**src/rtl/hw_accel_dma_streamer.sv**
```systemverilog
// Purpose: packs 8-bit grayscale pixels into DMA stream words {00,p,p,p}, framed with tlast per transfer and per frame.
// Latency: one cycle from pixel accept to dma_tvalid when the output register is empty or draining.
// Backpressure: 2-entry skid (output + skid register); pix_ready is a flop that drops once the skid register fills.
module hw_accel_dma_streamer #(
    parameter int DATA_WIDTH          = 32,
    parameter int FRAME_WIDTH         = 640,
    parameter int FRAME_HEIGHT        = 480,
    parameter int DMA_TRANSFER_LENGTH = 1920
) (
    input  logic                    clk,
    input  logic                    rst_n,
    input  logic                    start,
    input  logic                    abort,
    input  logic                    pix_valid,
    output logic                    pix_ready,
    input  logic [7:0]              pix_data,
    input  logic                    pix_sof,
    output logic                    dma_tvalid,
    input  logic                    dma_tready,
    output logic [DATA_WIDTH-1:0]   dma_tdata,
    output logic [DATA_WIDTH/8-1:0] dma_tkeep,
    output logic                    dma_tlast,
    output logic                    busy,
    output logic                    frame_done,
    output logic                    sof_err
);
    localparam int TOTAL = FRAME_WIDTH * FRAME_HEIGHT;
    localparam int PCW   = $clog2(TOTAL + 1);
    localparam int WCW   = (DMA_TRANSFER_LENGTH > 1) ? $clog2(DMA_TRANSFER_LENGTH) : 1;
    localparam int KW    = DATA_WIDTH / 8;

    typedef enum logic [1:0] {IDLE, ARMED, STREAM, DRAIN} state_t;

    typedef struct packed {
        logic [7:0] pix;
        logic       last;
        logic       eof;
    } ent_t;

    state_t         state, state_nxt;
    ent_t           out_q, out_n, skid_q, skid_n, new_ent;
    logic           out_vld, out_vld_n, skid_vld, skid_vld_n;
    logic           pix_ready_n;
    logic [PCW-1:0] pix_cnt;
    logic [WCW-1:0] word_cnt;
    logic           push, pop, last_pix;

    // Pixels without sof in ARMED are accepted but never pushed.
    assign push     = pix_valid && pix_ready &&
                      ((state == STREAM) || ((state == ARMED) && pix_sof));
    assign pop      = out_vld && dma_tready;
    assign last_pix = (pix_cnt == PCW'(TOTAL - 1));

    always_comb begin
        new_ent      = '0;
        new_ent.pix  = pix_data;
        new_ent.eof  = last_pix;
        new_ent.last = last_pix || (word_cnt == WCW'(DMA_TRANSFER_LENGTH - 1));
    end

    always_comb begin
        state_nxt = state;
        case (state)
            IDLE:    if (start) state_nxt = ARMED;
            ARMED:   if (push) state_nxt = last_pix ? DRAIN : STREAM;
            STREAM:  if (push && last_pix) state_nxt = DRAIN;
            DRAIN:   if (pop && out_q.eof) state_nxt = IDLE;
            default: state_nxt = IDLE;
        endcase
        if (abort) state_nxt = IDLE;
    end

    always_comb begin
        out_vld_n  = out_vld;
        out_n      = out_q;
        skid_vld_n = skid_vld;
        skid_n     = skid_q;
        if (!out_vld || pop) begin
            if (skid_vld) begin
                out_vld_n  = 1'b1;
                out_n      = skid_q;
                skid_vld_n = push;
                if (push) skid_n = new_ent;
            end else begin
                out_vld_n = push;
                if (push) out_n = new_ent;
            end
        end else if (push) begin
            skid_vld_n = 1'b1;
            skid_n     = new_ent;
        end
        if (abort) begin
            out_vld_n  = 1'b0;
            skid_vld_n = 1'b0;
            out_n      = '0;
            skid_n     = '0;
        end
        pix_ready_n = ((state_nxt == ARMED) || (state_nxt == STREAM)) && !skid_vld_n;
    end

    always_ff @(posedge clk or negedge rst_n) begin
        if (!rst_n) begin
            state      <= IDLE;
            out_q      <= '0;
            skid_q     <= '0;
            out_vld    <= 1'b0;
            skid_vld   <= 1'b0;
            pix_ready  <= 1'b0;
            pix_cnt    <= '0;
            word_cnt   <= '0;
            frame_done <= 1'b0;
            sof_err    <= 1'b0;
        end else begin
            state      <= state_nxt;
            out_q      <= out_n;
            skid_q     <= skid_n;
            out_vld    <= out_vld_n;
            skid_vld   <= skid_vld_n;
            pix_ready  <= pix_ready_n;
            frame_done <= (state == DRAIN) && pop && out_q.eof && !abort;
            if ((state == STREAM) && push && pix_sof) sof_err <= 1'b1;
            if (abort || ((state == IDLE) && start)) begin
                pix_cnt  <= '0;
                word_cnt <= '0;
            end else if (push) begin
                pix_cnt  <= pix_cnt + 1'b1;
                word_cnt <= new_ent.last ? '0 : word_cnt + 1'b1;
            end
        end
    end

    assign dma_tvalid = out_vld;
    assign dma_tdata  = DATA_WIDTH'({8'h00, out_q.pix, out_q.pix, out_q.pix});
    assign dma_tkeep  = {KW{out_vld}};
    assign dma_tlast  = out_vld && out_q.last;
    assign busy       = (state != IDLE);

endmodule

```
**config.mk**
```make
export PLATFORM = sky130hd
export DESIGN_NAME = hw_accel_dma_streamer
export DESIGN_NICKNAME = d
export VERILOG_FILES = /design/src/rtl/hw_accel_dma_streamer.sv
export SDC_FILE = /design/constraint.sdc
export NUM_CORES = 1
export LEC_CHECK = 0
export BUFFER_PORTS_ARGS = -buffer_cell sky130_fd_sc_hd__buf_2
export CORE_ASPECT_RATIO = 0.8
export CORE_UTILIZATION = 40
export DETAILED_ROUTE_END_ITERATION = 8
export PLACE_DENSITY = 0.66
export SLEW_MARGIN = 20
export SYNTH_ARGS = -nofsm -noshare
export SYNTH_HDL_FRONTEND = slang
export SYNTH_SLANG_ARGS = --single-unit
```
**constraint.sdc**
```tcl
create_clock -name clk -period 2.2 [get_ports clk]
set_input_delay 0.22 -clock clk [delete_from_list [all_inputs] [get_ports clk]]
set_output_delay 0.22 -clock clk [all_outputs]
set_load 0.02 [all_outputs]
```
# After elaboration in Yosys (flattened, before gate mapping)
# Index checks and enable logic that the tools add are counted.
# totals
regBits,57
output_inout_bits,42
# classes
n_addsub,2
eq_ne,8
mux,27
n_reduce_logical,28
# op_table
cell,count
$mux 10,8
$mux 19,2
$mux 11,3
$add 19x1->19 const B,1
$eq 19x19->1 const B,1
$logic_and 1x1->1,14
$add 11x1->11 const B,1
$eq 11x11->1 const B,1
$mux 2,5
$mux 1,8
$pmux 2 s4,1
$eq 2x2->1 const B,3
$reduce_bool 2->1,3
$logic_or 1x1->1,5
$eq 2x1->1 const B,2
$logic_not 1->1,3
$ne 3x3->1 const B,1
$reduce_bool 3->1,1
$logic_not 2->1,1
$reduce_and 2->1,1

# Longest topological paths before layout
# logic_depth
word_depth,11
ltp_mapped,7

# Least setup slack after synthesis
# OpenSTA, ideal clock, no wires.
# synth_path
kind,register to register
startpoint,register pix_cnt[0]
endpoint,register word_cnt[2]
setup_time_ps,120
arrival_time_ps,1800
required_ps,2080
path_slack_ps,280
path_stages_with_launch,8
cell_sequence,dfrtp_1 ha_1 nand4_4 or3_1 buf_6 o211ai_2 nor4_1 a31o_2
# synth_via
elab_chain_len,5
# synth_lines
element,line,text
"start, declared",44,logic [PCW-1:0] pix_cnt;
"start signal, assigned",126,pix_cnt <= pix_cnt + 1'b1;
$eq 19x19->1,52,assign last_pix = (pix_cnt == PCW'(TOTAL - 1));
$logic_or 1x1->1,58,new_ent.last = last_pix || (word_cnt == WCW'(DMA_TRANSFER_LENGTH - 1));
$mux 11,127,word_cnt <= new_ent.last ? '0 : word_cnt + 1'b1;
$mux 11,125,end else if (push) begin
$mux 11,122,if (abort || ((state == IDLE) && start)) begin
"end signal, assigned",127,
"end, declared",45,logic [WCW-1:0] word_cnt;
# No other way between the ends. The select of a mux whose other input is x is not followed.
# A chain may end at the register's enable or synchronous reset.

# Final worst setup path
# Same ends and word-level chain as after synthesis.

==> reports/results.ini <==
[status]
status=finished, final reports clean

[worst_setup_path]
max_stage_delay_ns=0.48
critical_path_class=reg -> reg
cp_slowest_cell=or3_4
crit_chain=ha_1 > nand4_4 > or3_4 > o211ai_4 > nor4_1 > a31o_2
cp-end-kind=flip-flop
cp-start-kind=flip-flop
critPathArrivalTime_ns=2.25
crit_family=simple AND/OR/NAND/NOR gates
critPathRequiredTime_ns=2.43
critPathBufInv=0
path_max_fanout=8

[sta]
worst_pin_slew_ns=0.682
setup_viol=0
fin_crit_ns=2.01
slew_violations=0
relSlewSlack_pct=54.6
final_hold_viol_count=0
tns_ns=0
fin_skew_ns=0.00574
min_period_over_period_pct=91.5
max_freq_mhz=497
rsz0062_at_grt=false

[power_and_ir_drop]
p_per_area_nw_per_um2=656
pwr-share-comb_pct=9.5
p_seq_share_pct=43.9
p_sw_w=0.000600
switching_share_pct=24.4
p_total_w=0.00246
p_leak_nw=1.64
p_int_w=0.00186
irDropWorstVdd_mv=0.394
p_clk_share_pct=46.5

[cells_and_area]
nNetsFinal=411
n_fill_cell=766
diodes=0
syn_to_final_growth_pct=14.1
final_layout_size_suffix_gt1_share_pct=23.6

[clock_network]
cts_tree=yes
htree_num_levels=3
clock_latency_ns=0.34
cts-root-buf=clkbuf_8
cts.path.max_buffers=2
clk_pin_slew_worst_paths_ns=0.07
cts.sinks=57
cts_buffers=9

[synth]
yosys.area.top_type_share_pct=43.4
synth_top_cell_by_area=dfrtp_1
synth_seq_area_share_pct=43.4
synth_edf_count=0
synth.avg_cell_area_um2=9.11
ys_types=55
synth_flop_cell=dfrtp_1
synthArstFlopShare_pct=100
synthCells=361
yosys-top-cells-area=dfrtp_1 43%, buf_4 8.2%, nand2_1 5.2%
syn_area_um2=3290
synth_seq_cells=57
ys_warn_count=0

[routing]
antenna_left=0
drtIter0Drc=143
routed_via_density=5.28
routed_wl_mm=7.17
num_vias=2671
drc=0
avgRoutedWirePerCell_um=14.2
firstDrtPassIters=4

[placed_design]
port_buffers=48
gp_congestion=0.857
dp.final_hpwl_mm=5.10

[global_route]
track_usage_pct=18.8
grtUsageMet1_pct=26.6
met2_usage_pct=27.8
grt_pass1_vias=2555
grt_max_degree=32
use_met3_pct=4.80
grt_first_pass_wirelength_mm=12.4
grt_overflow=0
antenna_found_initial=0
busiest_layer=met2

[die]
die_w_um=103
die_y_um=83.1
rows=29
dieArea_um2=8590
start_util_pct=41.4
coreArea_um2=7950
ios=57

[flow_run]
maxCapViolCount=0

[min_path]
hold_class=in -> reg

-- flip-flops by register name, summed over array words and instances (netlist names) --
name / cells
sof_err: 1
skid_vld: 1
pix_cnt: 19
dma_tdata: 8
frame_done: 1
word_cnt: 11
out_q: 2
dma_tvalid: 1
skid_q: 10
pix_ready: 1
state: 2
-- power by group through the flow --
stage | Sequential (W) | Combinational (W) | Clock [W]
after detailed placement | 0.00110 | 0.000236 | 0
final | 0.00108 | 0.000235 | 0.00115
after CTS | 0.00108 | 0.000238 | 0.00117
after global placement | 0.00110 | 0.000235 | 0
after global routing | 0.00108 | 0.000261 | 0.00121
after floorplan | 0.00110 | 0.000190 | 0
-- timing repair --
item,4_1_cts,5_1_grt
endpoints found under the hold margin,26,0
setup buffers,0,0
hold buffers,1,0
resized for setup,0,2
endpoints found under the setup margin,0,10
-- worst paths after layout --
| kind | endpoint | cells past startpoint | slack, ns | startpoint |
|---|---|---|---|---|
| min in group asynchronous | pix_cnt[4] | 2 | 0.46 | rst_n |
| setup reg to reg | word_cnt[2] | 6 | 0.19 | pix_cnt[0] |
| max in group asynchronous | dma_tdata[0] | 3 | 1.14 | rst_n |
| hold reg to reg | sof_err | 1 | 0.48 | sof_err |
| hold / removal | skid_q[4] | 3 | 0.11 | pix_data[2] |
| setup / recovery | word_cnt[2] | 6 | 0.19 | pix_cnt[0] |
-- stage by stage --
step	worst slack [ns]	std cells	utilization [%]	hold WS, ns	instance area, um2
after floorplan	0.280	368	-	-0.0756	3320
after global placement	0.111	490	44.1	0.288	3500
after detailed placement	0.0446	490	44.1	0.296	3500
after CTS	0.0216	506	47.1	0.104	3740
after global routing	0.0825	506	47.2	0.113	3750
final	0.187	506	47.2	0.115	3750
-- per-layer routing --
| layer | vias up | wire (um) |
|---|---|---|
| met5 | - | 0 |
| met1 | 1274 | 3530 |
| met4 | 0 | 97 |
| met2 | 82 | 3160 |
| met3 | 10 | 384 |
| li1 | 1305 | - |
-- area by class of cell --
cell class,count,area [um2],area share (%)
clock buffers,13,169,4.50
well taps,108,135,3.60
inverters,5,18.8,0.500
multi-input cells,253,1540,41.0
flip-flops and latches,57,1430,38.0
clock inverters,2,60.1,1.60
repair buffers,68,405,10.8
-- synthesized netlist by cell type (4+ instances only) --
| cell | number |
|---|---|
| dfrtp_1 | 57 |
| nand2_1 | 46 |
| buf_4 | 36 |
| nor2_1 | 30 |
| a21oi_1 | 25 |
| nand3_1 | 17 |
| clkbuf_1 | 10 |
| nand4_1 | 10 |
| o21ai_0 | 10 |
| o31ai_1 | 9 |
| xor2_1 | 9 |
| xnor2_1 | 8 |
| mux2i_1 | 7 |
| nor3_1 | 7 |
| or3_1 | 7 |
| a211oi_1 | 6 |
| inv_1 | 5 |
| o211ai_1 | 4 |
-- kinds of logic (layout without fill, tap and decap cells) --
family,Yosys count,after routing,share of synthesized area (%)
simple gates,143,143,21.8
compound gates,75,75,15.9
buf+inv,58,88,11.1
flops,57,57,43.4
xor+xnor,17,17,4.53
mux,8,8,2.47
fa+ha+maj,2,2,0.761
other cells,1,8,0.114
-- worst register-to-register path, cell delays in order (launching register included) --
cell and delay (ns):
dfrtp_1 0.43, ha_1 0.29, nand4_4 0.12, or3_4 0.48
o211ai_4 0.27, nor4_1 0.08, a31o_2 0.23
-- cells in the final DEF (no fill, tap or decap), types with 2 or more instances in the layout --
master     synthesis  layout
or4_1              2       2
nor4_1             3       3
buf_4             36      18
a21oi_1           25      25
nor2_1            30      30
nor2_2             3       3
o2111ai_1          2       2
and3_1             2       2
bufinv_16          0       2
or3_1              7       6
nor3_1             7       7
conb_1             1       8
clkbuf_8           0      12
mux2i_1            7       7
o21ai_0           10      10
xor2_1             9       9
xnor2_1            8       8
o31ai_1            9       9
inv_1              5       5
and4_1             2       2
nand4_1           10      10
o211ai_1           4       4
a21o_1             3       3
a211oi_1           6       6
dfrtp_1           57      57
nand2b_1           2       2
buf_2              3      48
nand2_1           46      46
and2_1             3       3
ha_1               2       2
a31oi_1            3       3
nor2b_1            2       2
nand3_1           17      17
No activity file was read; power rests on OpenSTA's default activity.
